[src/rtl/grf_wb_arbiter_pkg.sv]
// Shared types and default sizing for the register-file writeback arbiter.
package grf_wb_arbiter_pkg;

    localparam int unsigned DEFAULT_DEPTH        = 2;
    localparam int unsigned DEFAULT_STARVE_LIMIT = 4;

    // One deferred register-file write; addr == 0 marks an empty or killed write.
    typedef struct packed {
        logic [4:0]  addr;
        logic [31:0] data;
        logic [31:0] pc;
    } wb_entry_t;

endpackage

[src/rtl/grf_wb_arbiter_if.sv]
// Bundle of pipeline, multi-cycle unit, write-port and hazard-query signals.
interface grf_wb_arbiter_if;

    logic [4:0]  pipe_addr;
    logic [31:0] pipe_data;
    logic [31:0] pipe_pc;

    logic        mdu_valid;
    logic [4:0]  mdu_addr;
    logic [31:0] mdu_data;
    logic [31:0] mdu_pc;
    logic        mdu_ready;

    logic [4:0]  w_addr;
    logic [31:0] w_data;
    logic [31:0] w_pc;

    logic        stall_req;

    logic [4:0]  q_addr1;
    logic [4:0]  q_addr2;
    logic        q_busy1;
    logic        q_busy2;

    // Pipeline / result producers and the decode stage.
    modport master (
        output pipe_addr, pipe_data, pipe_pc,
        output mdu_valid, mdu_addr, mdu_data, mdu_pc,
        output q_addr1, q_addr2,
        input  mdu_ready, w_addr, w_data, w_pc, stall_req, q_busy1, q_busy2
    );

    // The arbiter.
    modport slave (
        input  pipe_addr, pipe_data, pipe_pc,
        input  mdu_valid, mdu_addr, mdu_data, mdu_pc,
        input  q_addr1, q_addr2,
        output mdu_ready, w_addr, w_data, w_pc, stall_req, q_busy1, q_busy2
    );

endinterface

[src/rtl/grf_wb_arbiter_wb_fifo.sv]
// Deferred-write queue: circular storage with push, pop, kill-by-address and
// an address-match query over occupied slots.
module wb_fifo
    import grf_wb_arbiter_pkg::*;
#(
    parameter int unsigned DEPTH = DEFAULT_DEPTH,
    localparam int unsigned PTR_W = (DEPTH > 1) ? $clog2(DEPTH) : 1,
    localparam int unsigned CNT_W = $clog2(DEPTH + 1)
) (
    input  logic             clk,
    input  logic             reset,
    input  logic             push,
    input  wb_entry_t        push_entry,
    input  logic             pop,
    input  logic             kill,
    input  logic [4:0]       kill_addr,
    output wb_entry_t        head,
    output logic [CNT_W-1:0] count,
    input  logic [4:0]       match_addr1,
    input  logic [4:0]       match_addr2,
    output logic             match1,
    output logic             match2
);

    wb_entry_t        mem [DEPTH];
    logic [DEPTH-1:0] valid;
    logic [PTR_W-1:0] rd_ptr;
    logic [PTR_W-1:0] wr_ptr;
    logic [CNT_W-1:0] cnt;

    function automatic logic [PTR_W-1:0] ptr_inc(input logic [PTR_W-1:0] p);
        return (p == PTR_W'(DEPTH - 1)) ? '0 : p + PTR_W'(1);
    endfunction

    // Storage and pointer update; a push lands after kill/pop so a full-queue
    // push into the slot being popped keeps the new entry.
    always_ff @(posedge clk or posedge reset) begin
        if (reset) begin
            for (int i = 0; i < DEPTH; i++) mem[i] <= '0;
            valid  <= '0;
            rd_ptr <= '0;
            wr_ptr <= '0;
            cnt    <= '0;
        end else begin
            if (kill) begin
                for (int i = 0; i < DEPTH; i++) begin
                    if (mem[i].addr == kill_addr) mem[i].addr <= '0;
                end
            end
            if (pop) begin
                valid[rd_ptr] <= 1'b0;
                rd_ptr        <= ptr_inc(rd_ptr);
            end
            if (push) begin
                mem[wr_ptr]   <= push_entry;
                valid[wr_ptr] <= 1'b1;
                wr_ptr        <= ptr_inc(wr_ptr);
            end
            case ({push, pop})
                2'b10:   cnt <= cnt + CNT_W'(1);
                2'b01:   cnt <= cnt - CNT_W'(1);
                default: cnt <= cnt;
            endcase
        end
    end

    assign head  = mem[rd_ptr];
    assign count = cnt;

    // Hazard query: a zero address never matches, killed entries hold addr 0.
    always_comb begin
        match1 = 1'b0;
        match2 = 1'b0;
        for (int i = 0; i < DEPTH; i++) begin
            if (valid[i] && match_addr1 != '0 && mem[i].addr == match_addr1) match1 = 1'b1;
            if (valid[i] && match_addr2 != '0 && mem[i].addr == match_addr2) match2 = 1'b1;
        end
    end

endmodule

[src/rtl/grf_wb_arbiter.sv]
// Register-file write-port arbiter: pipeline writes win, deferred multi-cycle
// results drain through a small queue, and a starving queue head requests a
// pipeline bubble.
module grf_wb_arbiter
    import grf_wb_arbiter_pkg::*;
#(
    parameter int unsigned DEPTH        = DEFAULT_DEPTH,
    parameter int unsigned STARVE_LIMIT = DEFAULT_STARVE_LIMIT
) (
    input  logic           clk,
    input  logic           reset,
    grf_wb_arbiter_if.slave bus
);

    localparam int unsigned CNT_W  = $clog2(DEPTH + 1);
    localparam int unsigned WAIT_W = $clog2(STARVE_LIMIT + 1);

    wb_entry_t         head;
    wb_entry_t         push_entry;
    logic [CNT_W-1:0]  count;
    logic              pipe_wr;
    logic              nonempty;
    logic              pop;
    logic              bypass;
    logic              accept;
    logic              push;
    logic              head_live;
    logic [WAIT_W-1:0] wait_q;
    logic [WAIT_W-1:0] wait_d;
    logic              stall_q;
    logic              stall_d;

    wb_fifo #(
        .DEPTH (DEPTH)
    ) u_fifo (
        .clk         (clk),
        .reset       (reset),
        .push        (push),
        .push_entry  (push_entry),
        .pop         (pop),
        .kill        (pipe_wr),
        .kill_addr   (bus.pipe_addr),
        .head        (head),
        .count       (count),
        .match_addr1 (bus.q_addr1),
        .match_addr2 (bus.q_addr2),
        .match1      (bus.q_busy1),
        .match2      (bus.q_busy2)
    );

    // Write-port priority and result acceptance; everything is forced idle in reset.
    always_comb begin
        pipe_wr  = bus.pipe_addr != '0;
        nonempty = count != '0;
        pop      = !reset && !pipe_wr && nonempty;
        bypass   = !reset && !pipe_wr && !nonempty && bus.mdu_valid && bus.mdu_addr != '0;
        // A full queue still accepts when its head leaves this cycle.
        bus.mdu_ready = !reset && ((count < CNT_W'(DEPTH)) || pop || bypass);
        accept   = bus.mdu_valid && bus.mdu_ready;
        // Results to addr 0, or to the register the pipeline writes now, are dropped.
        push     = accept && !bypass && bus.mdu_addr != '0
                   && !(pipe_wr && bus.mdu_addr == bus.pipe_addr);
        push_entry = '{addr: bus.mdu_addr, data: bus.mdu_data, pc: bus.mdu_pc};

        bus.w_addr = '0;
        bus.w_data = '0;
        bus.w_pc   = '0;
        if (reset) begin
            bus.w_addr = '0;
        end else if (pipe_wr) begin
            bus.w_addr = bus.pipe_addr;
            bus.w_data = bus.pipe_data;
            bus.w_pc   = bus.pipe_pc;
        end else if (nonempty) begin
            bus.w_addr = head.addr;
            bus.w_data = head.data;
            bus.w_pc   = head.pc;
        end else if (bypass) begin
            bus.w_addr = bus.mdu_addr;
            bus.w_data = bus.mdu_data;
            bus.w_pc   = bus.mdu_pc;
        end
    end

    // Starvation tracking: count cycles a live head is blocked; the stall request
    // rises once the count has sat at the limit and drops after the head pops.
    always_comb begin
        head_live = nonempty && head.addr != '0;
        wait_d    = wait_q;
        if (pop || !nonempty) begin
            wait_d = '0;
        end else if (head_live && wait_q != WAIT_W'(STARVE_LIMIT)) begin
            wait_d = wait_q + WAIT_W'(1);
        end
        stall_d = stall_q;
        if (pop) begin
            stall_d = 1'b0;
        end else if (wait_q == WAIT_W'(STARVE_LIMIT)) begin
            stall_d = 1'b1;
        end
    end

    // Starvation state registers.
    always_ff @(posedge clk or posedge reset) begin
        if (reset) begin
            wait_q  <= '0;
            stall_q <= 1'b0;
        end else begin
            wait_q  <= wait_d;
            stall_q <= stall_d;
        end
    end

    assign bus.stall_req = stall_q;

endmodule
[src/flat_wrapper.sv]
// flat-port wrapper written by rule: the top's interface ports become plain ports
module grf_wb_arbiter_flat import grf_wb_arbiter_pkg::*;
#(
    parameter int unsigned DEPTH        = DEFAULT_DEPTH,
    parameter int unsigned STARVE_LIMIT = DEFAULT_STARVE_LIMIT
)
  (clk, reset, bus_pipe_addr, bus_pipe_data, bus_pipe_pc, bus_mdu_valid, bus_mdu_addr, bus_mdu_data, bus_mdu_pc, bus_q_addr1, bus_q_addr2, bus_mdu_ready, bus_w_addr, bus_w_data, bus_w_pc, bus_stall_req, bus_q_busy1, bus_q_busy2);
  grf_wb_arbiter_if bus_i ();
  input  logic clk;
  input  logic reset;
  input wire logic [$bits(bus_i.pipe_addr)-1:0] bus_pipe_addr;
  input wire logic [$bits(bus_i.pipe_data)-1:0] bus_pipe_data;
  input wire logic [$bits(bus_i.pipe_pc)-1:0] bus_pipe_pc;
  input wire logic [$bits(bus_i.mdu_valid)-1:0] bus_mdu_valid;
  input wire logic [$bits(bus_i.mdu_addr)-1:0] bus_mdu_addr;
  input wire logic [$bits(bus_i.mdu_data)-1:0] bus_mdu_data;
  input wire logic [$bits(bus_i.mdu_pc)-1:0] bus_mdu_pc;
  input wire logic [$bits(bus_i.q_addr1)-1:0] bus_q_addr1;
  input wire logic [$bits(bus_i.q_addr2)-1:0] bus_q_addr2;
  output wire logic [$bits(bus_i.mdu_ready)-1:0] bus_mdu_ready;
  output wire logic [$bits(bus_i.w_addr)-1:0] bus_w_addr;
  output wire logic [$bits(bus_i.w_data)-1:0] bus_w_data;
  output wire logic [$bits(bus_i.w_pc)-1:0] bus_w_pc;
  output wire logic [$bits(bus_i.stall_req)-1:0] bus_stall_req;
  output wire logic [$bits(bus_i.q_busy1)-1:0] bus_q_busy1;
  output wire logic [$bits(bus_i.q_busy2)-1:0] bus_q_busy2;
  assign bus_i.pipe_addr = bus_pipe_addr;
  assign bus_i.pipe_data = bus_pipe_data;
  assign bus_i.pipe_pc = bus_pipe_pc;
  assign bus_i.mdu_valid = bus_mdu_valid;
  assign bus_i.mdu_addr = bus_mdu_addr;
  assign bus_i.mdu_data = bus_mdu_data;
  assign bus_i.mdu_pc = bus_mdu_pc;
  assign bus_i.q_addr1 = bus_q_addr1;
  assign bus_i.q_addr2 = bus_q_addr2;
  assign bus_mdu_ready = bus_i.mdu_ready;
  assign bus_w_addr = bus_i.w_addr;
  assign bus_w_data = bus_i.w_data;
  assign bus_w_pc = bus_i.w_pc;
  assign bus_stall_req = bus_i.stall_req;
  assign bus_q_busy1 = bus_i.q_busy1;
  assign bus_q_busy2 = bus_i.q_busy2;
  grf_wb_arbiter #(.DEPTH(DEPTH), .STARVE_LIMIT(STARVE_LIMIT)) u_core (.clk(clk), .reset(reset), .bus(bus_i));
endmodule
[config.mk]
export PLATFORM = sky130hd
export DESIGN_NAME = grf_wb_arbiter_flat
export DESIGN_NICKNAME = d
export VERILOG_FILES = /design/src/rtl/grf_wb_arbiter_pkg.sv /design/src/rtl/grf_wb_arbiter_if.sv /design/src/rtl/grf_wb_arbiter_wb_fifo.sv /design/src/rtl/grf_wb_arbiter.sv /design/src/flat_wrapper.sv
export SDC_FILE = /design/constraint.sdc
export NUM_CORES = 1
export LEC_CHECK = 0
export ABC_AREA = 1
export CORE_ASPECT_RATIO = 0.5
export CORE_MARGIN = 4
export CORE_UTILIZATION = 46
export CTS_CLUSTER_DIAMETER = 80
export DETAILED_ROUTE_END_ITERATION = 8
export PLACE_DENSITY = 0.75
export SYNTH_ARGS = -nofsm -noshare
export SYNTH_HDL_FRONTEND = slang
export SYNTH_SLANG_ARGS = --single-unit
[constraint.sdc]
create_clock -name clk -period 29.1 [get_ports clk]
set_clock_uncertainty 0.2 [all_clocks]
set_input_delay 5.82 -clock clk [delete_from_list [all_inputs] [get_ports clk]]
set_output_delay 5.82 -clock clk [all_outputs]
set_load 0.05 [all_outputs]
==> flow_summary.yaml <==
outcome:
  status: "complete, no violations"
power:
  ir_drop_uv: 56.3
  leakagePower_nw: 5.90
  powerDensity_mw_per_mm2: 83.7
clock_network:
  clkTransAtPathRegs_ps: 60
  numCtsBuffers: 17
  htree_levels: 4
  clock_latency_ps: 410
  cts_root_buf: "clkbuf_16"
  post_cts_buffers: 0
  postCtsHoldBufs: 0
  ctsResizeCount: 0
  clock_sinks: 148
  cts_buffer_depth: 2
  cts_tree: "built"
synth:
  postSynthAreaPerCell_um2: 6.79
  synth.distinct_cells: 30
  synth_top_area_share: 0.392
  synth_common_cells: "nand2_1, dfrtp_1, a21oi_1, nand4_1, o21ai_0"
  netlist_area_mm2: 0.00945
  synthCells: 1392
  synth_nets: 1546
  ys_seq_elements: 148
  synthFlopType: "dfrtp_1"
  synth_warnings: 0
  synth_edf_count: 0
  ys_async_sr_fraction: 1.00
  yosysMostFrequentCell: "nand2_1"
  ys_seq_area_frac: 0.392
  synthTopCellsByArea: "dfrtp_1, nand2_1, nand4_1, a21oi_1, o21ai_0"
  yosysTopAreaCell: "dfrtp_1"
worst_setup_path:
  crit_type: "input pin to primary output"
  cp-start-kind: "input pin"
  crit_fanout: 68
  worstPathRequired_ps: 23080
  endpoint_kind: "primary output"
  crit_arrival_ps: 9590
sta:
  setup-violations-final: 0
  final_hold_viol_count: 0
  tightest_slew_ps: 1030
  timing.final.crit_share: 0.536
  timing.slew.headroom: 0.313
  final.setup.tns_ps: 0
  fmax_ghz: 0.0641
  rsz0062_at_grt: "no"
  slew_viol_final: 0
  min_period_ps: 15610
  layout_setup_ws_ps: 13490
finish:
  syn_to_final_growth_pct: 28.1
  drive_above_1_share: 0.0453
  final_core_util: 0.611
  n_antenna_cell: 0
  final_nets: 1687
floorplanning:
  initial_core_util: 0.477
  io_pins: 224
  die_width_um: 211
  fp.dieArea_mm2: 0.0230
  core_area_mm2: 0.0198
  row_count: 36
  die_height_um: 109
detailed_routing:
  vias_per_cell: 5.59
  wirelength_um: 30500
  wl_per_cell_um: 16.8
  vias: 10121
  drc: 0
  ant_nets: 0
  drt_iter0_markers: 928
  dr.pass1.iters: 5
grt:
  grt_max_degree: 100
  grt_pass1_wl_um: 48700
  antenna_found_initial: 1
  grt_pass1_vias: 9629
  grt_overflow: 0
  grt.total_usage: 0.258
worst_hold_path:
  hp-class: "flip-flop to flip-flop"
placement:
  place_ws_ps: 13560
  place_congestion: 0.887
  io_buffers: 223
  hpwl_um: 19200
flow_run:
  drv_cap: 0
## final cells by class
type	count	area, um^2
fillers	1843	7710
multi-input cells	1077	4940
flip-flops and latches	148	3710
repair buffers	237	2340
clock buffers	22	464
well taps	266	333
inverters	52	200
clock inverters	9	129
## layout by cell type, fill, tap and decap left out, types with 6 or more instances in the layout
cell type / n
a21oi_1: 135
buf_4: 14
clkbuf_16: 17
clkdlybuf4s50_1: 223
dfrtp_1: 146
inv_1: 42
inv_2: 8
nand2_1: 645
nand3_1: 23
nand4_1: 135
nor2_1: 10
nor2_4: 6
nor3_1: 7
o21ai_0: 75
xnor2_1: 7
xor2_1: 14
## power by group
| part | switching [mW] | internal [mW] | total [mW] |
|---|---|---|---|
| logic | 0.283 | 0.137 | 0.419 |
| clock network | 0.0851 | 0.139 | 0.224 |
| registers | 0.0646 | 0.306 | 0.370 |
## routing by layer
layer  global-route usage  routed length [um]  vias to the layer above
met5                    0                  13                        -
met4               0.0583                 343                        2
met3               0.0445                1780                       32
met2                0.446               15100                      337
met1                0.345               13200                     4892
li1                     -                   -                     4858
## metrics by stage
step	cells	power (mW)	hold slack, ps	instance area, um^2
floorplan	1392	0.670	242	9450
global placement	1780	0.773	253	11500
detailed placement	1780	0.789	258	11500
CTS	1811	1.02	273	12100
global route	1811	1.09	285	12100
finish	1811	1.01	271	12100
## critical path: stages
cell	delay [ps]
clkdlybuf4s50_1	630
nor2_4	80
nand3_4	70
buf_4	660
clkinv_1	740
buf_4	470
o21ai_0	260
a21oi_1	70
clkdlybuf4s50_1	710
## cells by family after synthesis
family | count (synthesis) | share of synthesized area
buffers and inverters | 167 | 0.0859
adder cells (fa/ha/maj) | 3 | 0.00397
flip-flops | 148 | 0.392
AO/OA/AOI/OAI | 216 | 0.116
AND/OR/NAND/NOR | 837 | 0.383
XOR/XNOR | 21 | 0.0195
## worst paths after layout
kind / to / depth (start not counted) / start / slack (ps)
min in group asynchronous: u_core.u_fifo.mem[64]$_DFF_PP0_ / 2 / reset / 5830
setup / recovery: bus_w_data[3] / 9 / bus_pipe_addr[2] / 13490
max in group asynchronous: asynchronous set/reset pin / 3 / reset / 21550
setup reg to reg: u_core.u_fifo.mem[134]$_DFF_PP0_ / 12 / u_core.u_fifo.count[0]$_DFFE_PP0P_ / 25400
hold / removal: flip-flop / 2 / flip-flop / 270
hold reg to reg: flip-flop / 2 / flip-flop / 270
(Power assumes the default switching activity.)
